### config.mk
export PLATFORM = sky130hd
export DESIGN_NAME = reg_scoreboard_flat
export DESIGN_NICKNAME = d
export VERILOG_FILES = /design/src/rtl/reg_scoreboard_pkg.sv /design/src/rtl/reg_scoreboard_if.sv /design/src/rtl/reg_scoreboard_sb_hazard_check.sv /design/src/rtl/reg_scoreboard.sv /design/src/flat_wrapper.sv
export SDC_FILE = /design/constraint.sdc
export NUM_CORES = 1
export LEC_CHECK = 0
export BUFFER_PORTS_ARGS = -buffer_cell sky130_fd_sc_hd__buf_4
export CAP_MARGIN = 10
export CORE_MARGIN = 10
export CORE_UTILIZATION = 61
export DETAILED_ROUTE_END_ITERATION = 8
export HOLD_SLACK_MARGIN = 0.05
export PLACE_DENSITY = 0.91
export SLEW_MARGIN = 20
export SYNTH_ARGS = -nofsm -noshare
export SYNTH_HDL_FRONTEND = slang
export SYNTH_SLANG_ARGS = --single-unit
### constraint.sdc
create_clock -name clk -period 6.15 [get_ports clk]
set_input_delay 0.3075 -clock clk [delete_from_list [all_inputs] [get_ports clk]]
set_output_delay 0.3075 -clock clk [all_outputs]
set_load 0.05 [all_outputs]
### src/rtl/reg_scoreboard_pkg.sv
// Shared register-file types: index widths, x0 constant and the per-instruction
// register access bundle used by decode, scoreboard and register file.
package reg_scoreboard_pkg;

  localparam int NUM_REGS  = 32;
  localparam int REG_IDX_W = 5;
  localparam int XLEN      = 32;

  typedef logic [REG_IDX_W-1:0] reg_idx_t;

  localparam reg_idx_t REG_X0 = '0;

  typedef struct packed {
    reg_idx_t rs1;
    logic     rs1_en;
    reg_idx_t rs2;
    logic     rs2_en;
    reg_idx_t rd;
    logic     rd_we;
  } reg_access_t;

  // A source only matters if it is read and is not the hardwired zero register.
  function automatic logic src_live(input reg_idx_t idx, input logic en);
    return en && (idx != REG_X0);
  endfunction

  function automatic logic dst_tracked(input reg_idx_t rd, input logic we);
    return we && (rd != REG_X0);
  endfunction

  // One-hot over the writable registers only; x0 maps to all-zero.
  function automatic logic [NUM_REGS-1:1] reg_onehot(input reg_idx_t idx);
    logic [NUM_REGS-1:0] v;
    v      = '0;
    v[idx] = 1'b1;
    return v[NUM_REGS-1:1];
  endfunction

endpackage

### src/rtl/reg_scoreboard_if.sv
// Decode-side issue handshake, register-file read enables and writeback retire bus.
interface reg_scoreboard_if;
  import reg_scoreboard_pkg::*;

  logic     issue_valid;
  logic     issue_ready;
  reg_idx_t issue_rs1;
  reg_idx_t issue_rs2;
  logic     issue_rs1_en;
  logic     issue_rs2_en;
  reg_idx_t issue_rd;
  logic     issue_rd_we;
  logic     rf_rs1_en;
  logic     rf_rs2_en;
  logic     wb_valid;
  reg_idx_t wb_rd;

  modport master (
    output issue_valid, issue_rs1, issue_rs2, issue_rs1_en, issue_rs2_en,
           issue_rd, issue_rd_we, wb_valid, wb_rd,
    input  issue_ready, rf_rs1_en, rf_rs2_en
  );

  modport slave (
    input  issue_valid, issue_rs1, issue_rs2, issue_rs1_en, issue_rs2_en,
           issue_rd, issue_rd_we, wb_valid, wb_rd,
    output issue_ready, rf_rs1_en, rf_rs2_en
  );

endinterface

### src/rtl/reg_scoreboard_sb_hazard_check.sv
// Combinational RAW/WAW/capacity evaluation of one instruction against the busy set.
// Zero latency; the result feeds issue_ready directly.
module sb_hazard_check
  import reg_scoreboard_pkg::*;
#(
  parameter int MAX_OUTSTANDING = 4,
  parameter int CNT_W           = $clog2(MAX_OUTSTANDING + 1)
) (
  input  logic [NUM_REGS-1:1] busy,
  input  logic [CNT_W-1:0]    count,
  input  reg_access_t         acc,
  output logic                tracked,
  output logic                raw,
  output logic                waw,
  output logic                full
);

  logic [NUM_REGS-1:0] busy_ext;

  assign busy_ext = {busy, 1'b0};

  always_comb begin
    tracked = dst_tracked(acc.rd, acc.rd_we);
    raw     = (src_live(acc.rs1, acc.rs1_en) && busy_ext[acc.rs1]) ||
              (src_live(acc.rs2, acc.rs2_en) && busy_ext[acc.rs2]);
    waw     = tracked && busy_ext[acc.rd];
    full    = tracked && (count == CNT_W'(MAX_OUTSTANDING));
  end

endmodule

### src/rtl/reg_scoreboard.sv
// Issue scoreboard: stalls decode on RAW/WAW/too-many-outstanding, combinational ready;
// busy bits set/cleared one edge after issue/retire, no writeback bypass.
module reg_scoreboard
  import reg_scoreboard_pkg::*;
#(
  parameter int MAX_OUTSTANDING = 4
) (
  input  logic             clk,
  input  logic             rst,
  reg_scoreboard_if.slave  sb,
  input  logic             flush,
  output logic             idle,
  output logic             err
);

  localparam int CNT_W = $clog2(MAX_OUTSTANDING + 1);

  logic [NUM_REGS-1:1] busy;
  logic [NUM_REGS-1:1] busy_nxt;
  logic [NUM_REGS-1:1] set_vec;
  logic [NUM_REGS-1:1] clr_vec;
  logic [CNT_W-1:0]    count;
  logic [CNT_W-1:0]    count_nxt;
  logic                err_nxt;

  reg_access_t acc;
  logic        tracked;
  logic        raw;
  logic        waw;
  logic        full;
  logic        ready;
  logic        fire;
  logic        alloc;
  logic        retire_hit;

  assign acc = '{rs1: sb.issue_rs1, rs1_en: sb.issue_rs1_en,
                 rs2: sb.issue_rs2, rs2_en: sb.issue_rs2_en,
                 rd:  sb.issue_rd,  rd_we:  sb.issue_rd_we};

  sb_hazard_check #(
    .MAX_OUTSTANDING (MAX_OUTSTANDING),
    .CNT_W           (CNT_W)
  ) u_hazard (
    .busy    (busy),
    .count   (count),
    .acc     (acc),
    .tracked (tracked),
    .raw     (raw),
    .waw     (waw),
    .full    (full)
  );

  always_comb begin
    ready      = !flush && !raw && !waw && !full;
    fire       = sb.issue_valid && ready;
    alloc      = fire && tracked;
    // reg_onehot drops x0, so a retire to x0 or to an idle register never hits.
    retire_hit = sb.wb_valid && (|(reg_onehot(sb.wb_rd) & busy));
  end

  assign sb.issue_ready = ready;
  assign sb.rf_rs1_en   = fire && sb.issue_rs1_en;
  assign sb.rf_rs2_en   = fire && sb.issue_rs2_en;
  assign idle           = (count == '0);

  always_comb begin
    set_vec   = alloc      ? reg_onehot(sb.issue_rd) : '0;
    clr_vec   = retire_hit ? reg_onehot(sb.wb_rd)    : '0;
    busy_nxt  = (busy & ~clr_vec) | set_vec;
    count_nxt = count;
    if (alloc && !retire_hit) begin
      count_nxt = count + CNT_W'(1);
    end else if (retire_hit && !alloc && (count != '0)) begin
      count_nxt = count - CNT_W'(1);
    end
    // Flush squashes tracking but the protocol-error record survives it.
    if (flush) begin
      busy_nxt  = '0;
      count_nxt = '0;
    end
    err_nxt = err || (sb.wb_valid && !retire_hit);
  end

  always_ff @(posedge clk or posedge rst) begin
    if (rst) begin
      busy  <= '0;
      count <= '0;
      err   <= 1'b0;
    end else begin
      busy  <= busy_nxt;
      count <= count_nxt;
      err   <= err_nxt;
    end
  end

endmodule

### src/flat_wrapper.sv
// flat-port wrapper written by rule: the top's interface ports become plain ports
module reg_scoreboard_flat import reg_scoreboard_pkg::*;
#(
  parameter int MAX_OUTSTANDING = 4
)
  (clk, rst, flush, idle, err, sb_issue_valid, sb_issue_rs1, sb_issue_rs2, sb_issue_rs1_en, sb_issue_rs2_en, sb_issue_rd, sb_issue_rd_we, sb_wb_valid, sb_wb_rd, sb_issue_ready, sb_rf_rs1_en, sb_rf_rs2_en);
  reg_scoreboard_if sb_i ();
  input  logic clk;
  input  logic rst;
  input  logic flush;
  output logic idle;
  output logic err;
  input wire logic [$bits(sb_i.issue_valid)-1:0] sb_issue_valid;
  input wire logic [$bits(sb_i.issue_rs1)-1:0] sb_issue_rs1;
  input wire logic [$bits(sb_i.issue_rs2)-1:0] sb_issue_rs2;
  input wire logic [$bits(sb_i.issue_rs1_en)-1:0] sb_issue_rs1_en;
  input wire logic [$bits(sb_i.issue_rs2_en)-1:0] sb_issue_rs2_en;
  input wire logic [$bits(sb_i.issue_rd)-1:0] sb_issue_rd;
  input wire logic [$bits(sb_i.issue_rd_we)-1:0] sb_issue_rd_we;
  input wire logic [$bits(sb_i.wb_valid)-1:0] sb_wb_valid;
  input wire logic [$bits(sb_i.wb_rd)-1:0] sb_wb_rd;
  output wire logic [$bits(sb_i.issue_ready)-1:0] sb_issue_ready;
  output wire logic [$bits(sb_i.rf_rs1_en)-1:0] sb_rf_rs1_en;
  output wire logic [$bits(sb_i.rf_rs2_en)-1:0] sb_rf_rs2_en;
  assign sb_i.issue_valid = sb_issue_valid;
  assign sb_i.issue_rs1 = sb_issue_rs1;
  assign sb_i.issue_rs2 = sb_issue_rs2;
  assign sb_i.issue_rs1_en = sb_issue_rs1_en;
  assign sb_i.issue_rs2_en = sb_issue_rs2_en;
  assign sb_i.issue_rd = sb_issue_rd;
  assign sb_i.issue_rd_we = sb_issue_rd_we;
  assign sb_i.wb_valid = sb_wb_valid;
  assign sb_i.wb_rd = sb_wb_rd;
  assign sb_issue_ready = sb_i.issue_ready;
  assign sb_rf_rs1_en = sb_i.rf_rs1_en;
  assign sb_rf_rs2_en = sb_i.rf_rs2_en;
  reg_scoreboard #(.MAX_OUTSTANDING(MAX_OUTSTANDING)) u_core (.clk(clk), .rst(rst), .sb(sb_i), .flush(flush), .idle(idle), .err(err));
endmodule
* After elaboration in Yosys (flattened, before gate mapping)
Index checks and enable logic that the tools add are counted.
** Cells by class
- Bitwise operators :: 4
- Order comparisons :: 6
- Add/sub/neg operators :: 2
- Equal/unequal tests :: 1
- Reduce and logical (&&, ||, !) cells :: 36
- Muxes and demuxes :: 16
** Operator list (count)
- 31-bit two-way mux :: 3
- 31-bit AND :: 2
- 31-bit NOT :: 1
- 31-bit OR :: 1
- 31-bit OR reduction :: 1
- 5-bit by 6-bit less-than comparator with 1-bit output (second input constant) :: 4
- 1-bit logical AND :: 21
- 1-bit binary-select mux with 5-bit select :: 3
- 5-bit nonzero test :: 3
- 1-bit demux with 5-bit select :: 2
- 5-bit by 1-bit greater-or-equal comparator with 1-bit output (second input constant) :: 2
- 3-bit two-way mux :: 3
- 1-bit zero test :: 6
- 3-bit nonzero test :: 2
- 1-bit two-way mux :: 5
- 3-bit by 1-bit adder with 3-bit output (second input constant) :: 1
- 3-bit equality test (second input constant) :: 1
- 3-bit zero test :: 1
- 3-bit by 1-bit subtractor with 3-bit output (second input constant) :: 1
- 1-bit logical OR :: 2
** Word-level totals
- Logic and storage cells :: 68
- Output and inout port bits :: 5
- Bits in registers :: 35
- Bits of input ports :: 28

* Logic depth before layout (Yosys ltp)
- Word-level depth :: 16
- Gate-level depth with buffers :: 13

* Hierarchy
From an unflattened synthesis, not the netlist that was laid out.
** Second synthesis, totals
- Cell total of the unflattened synthesis :: 323
- Area total of the unflattened synthesis :: 3164.3 µm²
** Modules (own cells, without submodules)
- reg_scoreboard :: area an instance 2307.2 µm², instances 1, cells an instance 254, seq. area each 875.8 µm²
- sb_hazard_check :: area an instance 857.1 µm², instances 1, cells an instance 69, seq. area each 0.0 µm²

* Worst setup path before layout
OpenSTA, ideal clock, no wires.
- Path kind :: input to register
- Start :: in sb_issue_rs1[0]
- End :: reg u_core.count[2]
- Slack :: 3.337 ns
- Required time :: 6.073 ns
- Arrival time :: 2.736 ns
- Library setup time :: 0.077 ns
- Cell stages on the path :: 12
- Path through :: buf_2 mux4_2 nor2b_1 nor3_1 o311ai_4 o2111ai_4 nor2b_2 fa_1 inv_1 nor4b_1 o21ai_0 a21oi_1
** On the way
- Longest elaborated chain between the ends :: 14
- Elaborated cells on any way between the ends :: 19
** RTL lines
- from (decl) :: RTL line flat_wrapper.sv:14 : input wire logic [$bits(sb_i.issue_rs1)-1:0] sb_issue_rs1;
- 1-bit binary-select mux with 5-bit select / 5-bit nonzero test (equally long branches) :: RTL line reg_scoreboard_sb_hazard_check.sv:24, reg_scoreboard_pkg.sv:24
- 1-bit two-way mux (not written as such) / 1-bit logical AND (equally long branches) :: RTL line reg_scoreboard_sb_hazard_check.sv:24, reg_scoreboard_pkg.sv:24
- 1-bit logical AND (*) :: RTL line reg_scoreboard_sb_hazard_check.sv:24 : raw = (src_live(acc.rs1, acc.rs1_en) && busy_ext[acc.rs1]) ||
- 1-bit logical OR (*) :: RTL line reg_scoreboard_sb_hazard_check.sv:24
- 1-bit zero test (*) :: RTL line reg_scoreboard.sv:54 : ready = !flush && !raw && !waw && !full;
- 1-bit logical AND (*) (3 in a row) :: RTL line reg_scoreboard.sv:54
- 1-bit logical AND (*) :: RTL line reg_scoreboard.sv:55 : fire = sb.issue_valid && ready;
- 1-bit logical AND (*) :: RTL line reg_scoreboard.sv:56 : alloc = fire && tracked;
- 1-bit zero test :: RTL line reg_scoreboard.sv:73 : end else if (retire_hit && !alloc && (count != '0)) begin
- 1-bit logical AND (2 in a row) :: RTL line reg_scoreboard.sv:73
- 3-bit nonzero test (no source line)
- to (signal assigned) :: RTL line reg_scoreboard.sv:91 : count <= count_nxt;
- to (decl) :: RTL line reg_scoreboard.sv:22 : logic [CNT_W-1:0] count;
Every way passes the cells marked *; elsewhere a longest branch is shown, timed or not. The select of a mux whose other input is x is not followed.
A chain may end at the register's enable or synchronous reset.

* Worst setup path after layout
- Start :: reg u_core.busy[31] (netlist bit)
- End :: reg u_core.count[2]
** On the way
- Longest elaborated chain between the ends :: 14
- Elaborated cells on any way between the ends :: 28
** RTL lines
- from (decl) :: RTL line reg_scoreboard.sv:18 : logic [NUM_REGS-1:1] busy;
- from (signal assigned) :: RTL line reg_scoreboard.sv:90 : busy <= busy_nxt;
- 1-bit binary-select mux with 5-bit select (on tied branches) :: RTL line reg_scoreboard_sb_hazard_check.sv:24, reg_scoreboard_sb_hazard_check.sv:25
- 1-bit two-way mux (on tied branches) :: RTL line reg_scoreboard_sb_hazard_check.sv:24, reg_scoreboard_sb_hazard_check.sv:25
- 1-bit logical AND (on tied branches) :: RTL line reg_scoreboard_sb_hazard_check.sv:24, reg_scoreboard_sb_hazard_check.sv:25
- 1-bit logical OR :: RTL line reg_scoreboard_sb_hazard_check.sv:24
- 1-bit zero test :: RTL line reg_scoreboard.sv:54
- 1-bit logical AND (3 in a row) :: RTL line reg_scoreboard.sv:54
- 1-bit logical AND :: RTL line reg_scoreboard.sv:55
- 1-bit logical AND :: RTL line reg_scoreboard.sv:56
- 1-bit zero test :: RTL line reg_scoreboard.sv:73
- 1-bit logical AND (2 in a row) :: RTL line reg_scoreboard.sv:73
- 3-bit nonzero test (no source line)
Parallel ways exist; a longest one is shown, timed or not. The select of a mux whose other input is x is not followed.

==> results.md <==
* Post-synthesis cell type count at 71
* Final Hold Vio Count at 0
* Synth Area in Simple Gates at 22.3%
* DR pass1 iterations at 5
* Crit path kind: reg -> reg
* Max-Slew Margin vs Limit at 29.6%
* Crit Path Max Fanout at 14
* Initial antenna violation count at 0
* F_max at 0.310 GHz
* Worst EP required at 6.37 ns
* Netlist Area Pre-Place at 3260 um^2
* Die H at 93.1 um
* Pins Over Slew Limit at 0
* Routed WL per cell at 24.7 um
* Mapped Avg Cell Area at 10.1 um^2
* I/O Pins at 33
* EDFF count, synth at 0
* Async S/R FF share, synth at 100%
* Hold WC Path Type: in -> async
* Clock slew at reported path FFs at 0.08 ns
* RSZ-0062 raised after global routing: no
* Detailed placer's ending HPWL at 6850 um
* Synthesis-to-layout area growth at 5.64%
* # H-tree levels at 2
* Post-placement cell count at 396
* Crit. End Element: register
* Part of the Yosys area used for sequential elements at 26.9%
* Clock sinks at 35
* Cts hold-fix bufs at 0
* # DRC at 0
* Worst Setup Start Kind: register
* Final WL at 9980 um
* Maximum clock path buffer count at 2
* Synthesized Nets at 351
* # diodes at 0
* Final core occ at 67.0%
* CP startpoint: u_core.busy[31]$_DFF_PP0_
* Die extent in x at 93.1 um
* Layout Cells excl Fill at 404
* Largest family of logic cells by synthesized area: simple AND/OR/NAND/NOR gates
* Most common cell in the netlist: nand2_1
* DRT iter0 DRCs at 479
* Worst-margin pin slew at 1.05 ns
* GPL Wtd Cong at 1.02
* Final setup TNS at 0 ns
* Worst Skew at 0.0119 ns
* Synth Area in Compound Gates at 21.1%
* Main flop type after synthesis: dfrtp_1
* Register-to-Register Path Depth at 10
* Vias/cell at 7.59
* FF+latch count, synth at 35
* Worst r2r src: u_core.busy[31]$_DFF_PP0_
* Tcrit/Tclk final at 52.5%
* Commonest cells post-synth: nand2_1 (42), dfrtp_1 (35), a32o_1 (19)
* Largest net degree at the start of global routing at 36
* Postcts setup bufs at 0
* Status: finished, final reports clean
* Final #Nets at 362
* Core area at 5140 um^2
* Gate count of the mapped netlist at 322
* CP arrival at 3.45 ns
* CTS Buf Count at 5
* Die area at 8670 um^2
* Share of cells above drive strength 1 at 24.6%
* Layout fillers at 402
* Site row count at 26
* Area fraction of the dominant cell type after synthesis at 26.9%
* Vias in the first global route at 2958
* Cell taking the most area after synthesis: dfrtp_1
* Leak at 1.36 nW
* Total gr overflow at 0
* Root buf cell: clkbuf_8
* Starting Density at 63.5%
* CTS resizes at 0
* Reg2Reg Setup Slack at 2.92 ns
* Final setup vio count at 0
* XOR/XNOR Fraction of Synth Area at 0.269%
* VDD IR max at 0.109 mV
* Post-synthesis mux area share at 20.0%
* First-pass GRT wire length at 15700 um
* Vias at 3066
* Remaining antenna violation count at 0
* Max-cap check violation count at 0
* CTS tree: built
* Power density cells at 152 nW/um^2
* Ranking of synthesized cells by area: dfrtp_1 (27%), mux4_2 (11%), a32o_1 (5.8%)
* Worst skew pair latency at 0.30 ns
* Synth warn at 0
* Minimum clock period at 3.23 ns
* Port bufs at 32
* Reg-to-reg endpoint: u_core.count[2]$_DFFE_PP0P_
* Critical Path Sink: u_core.count[2]$_DFFE_PP0P_
* Post-Synth Adder-Cell Area at 0.614%
* GRT Overall Usage at 22.8%
## kinds of logic after synthesis
logic type	after synthesis
AOI/OAI and AO/OA	79
xor gates and xnor gates	1
adders and majority gates	1
buffers and inverters	43
DFF	35
muxes	38
and+or+nand+nor	125
## worst max-delay path, stage by stage (launching register included)
cell,delay [ns]
dfrtp_1,0.49
mux4_2,0.51
a41oi_2,0.21
nand4_2,0.14
o31ai_4,0.63
nor2b_2,0.32
fa_1,0.24
inv_1,0.06
nor4b_1,0.27
o21ai_0,0.14
a21oi_1,0.15
## final cells by class
class / count / area [um^2] / area share (%)
inverters: 14 / 52.6 / 1.53
well taps: 70 / 87.6 / 2.54
repair buffers: 33 / 248 / 7.19
clock inverters: 2 / 12.5 / 0.363
clock buffers: 6 / 72.6 / 2.11
multi-input cells: 244 / 2100 / 60.9
flip-flops and latches: 35 / 876 / 25.4
## per-layer routing
| layer | track usage [%] | part of all wire (%) | vias up |
|---|---|---|---|
| met1 | 27.9 | 36 | 1452 |
| met4 | 15.7 | 7.1 | 0 |
| met2 | 34.3 | 43 | 245 |
| met3 | 6.24 | 14 | 76 |
| li1 | - | - | 1293 |
| met5 | 0 | 0 | - |
## placed cells by master (no fill, tap or decap), types with 3 or more instances in the layout
master,netlist,final
a21oi_1,9,9
a31o_1,4,4
a31oi_1,3,3
a32o_1,19,19
a41oi_1,3,3
and3_1,5,5
buf_4,2,33
clkbuf_8,4,5
dfrtp_1,35,35
inv_1,13,13
mux2_2,6,6
mux2i_1,12,12
mux4_1,4,4
mux4_2,16,16
nand2_1,42,42
nand3_1,8,8
nand3b_1,10,10
nand4_1,6,6
nor2_1,11,11
nor2b_1,4,4
nor3_1,11,11
nor3b_2,4,4
nor4b_1,3,3
o211ai_1,6,6
o21ai_0,6,6
o31ai_1,3,3
or4_1,3,3
## power by group
part / leakage (nW) / switching (W) / internal, W
registers: 0.483 / 0.00000446 / 0.000233
clock network: 0.0412 / 0.0000891 / 0.0000792
logic: 0.836 / 0.0000764 / 0.0000429
## how the worst min path moves through the flow
stage               startpoint                           to  cells after the start
floorplan                flush  u_core.count[0]$_DFFE_PP0P_                      1
global placement           rst    u_core.busy[30]$_DFF_PP0_                      3
detailed placement         rst     u_core.busy[7]$_DFF_PP0_                      3
CTS                        rst     u_core.busy[7]$_DFF_PP0_                      3
global route               rst  u_core.count[2]$_DFFE_PP0P_                      3
finish                     rst     u_core.busy[1]$_DFF_PP0_                      3
## metrics by stage
stage | setup slack [ns] | hold WS [ns] | total power, W | cell area (um^2)
global placement | 3.06 | 0.437 | 0.000355 | 3360
global route | 2.75 | 0.169 | 0.000542 | 3450
detailed placement | 2.88 | 0.441 | 0.000359 | 3360
CTS | 2.96 | 0.122 | 0.000524 | 3450
finish | 2.92 | 0.112 | 0.000525 | 3450
floorplan | 3.34 | 0.371 | 0.000330 | 3260
## registers in the layout, summed over array words and instances, names as in the netlist
name          cells
u_core.err        1
u_core.count      3
u_core.busy      31
Note: power is estimated with default switching activity, not from simulation.
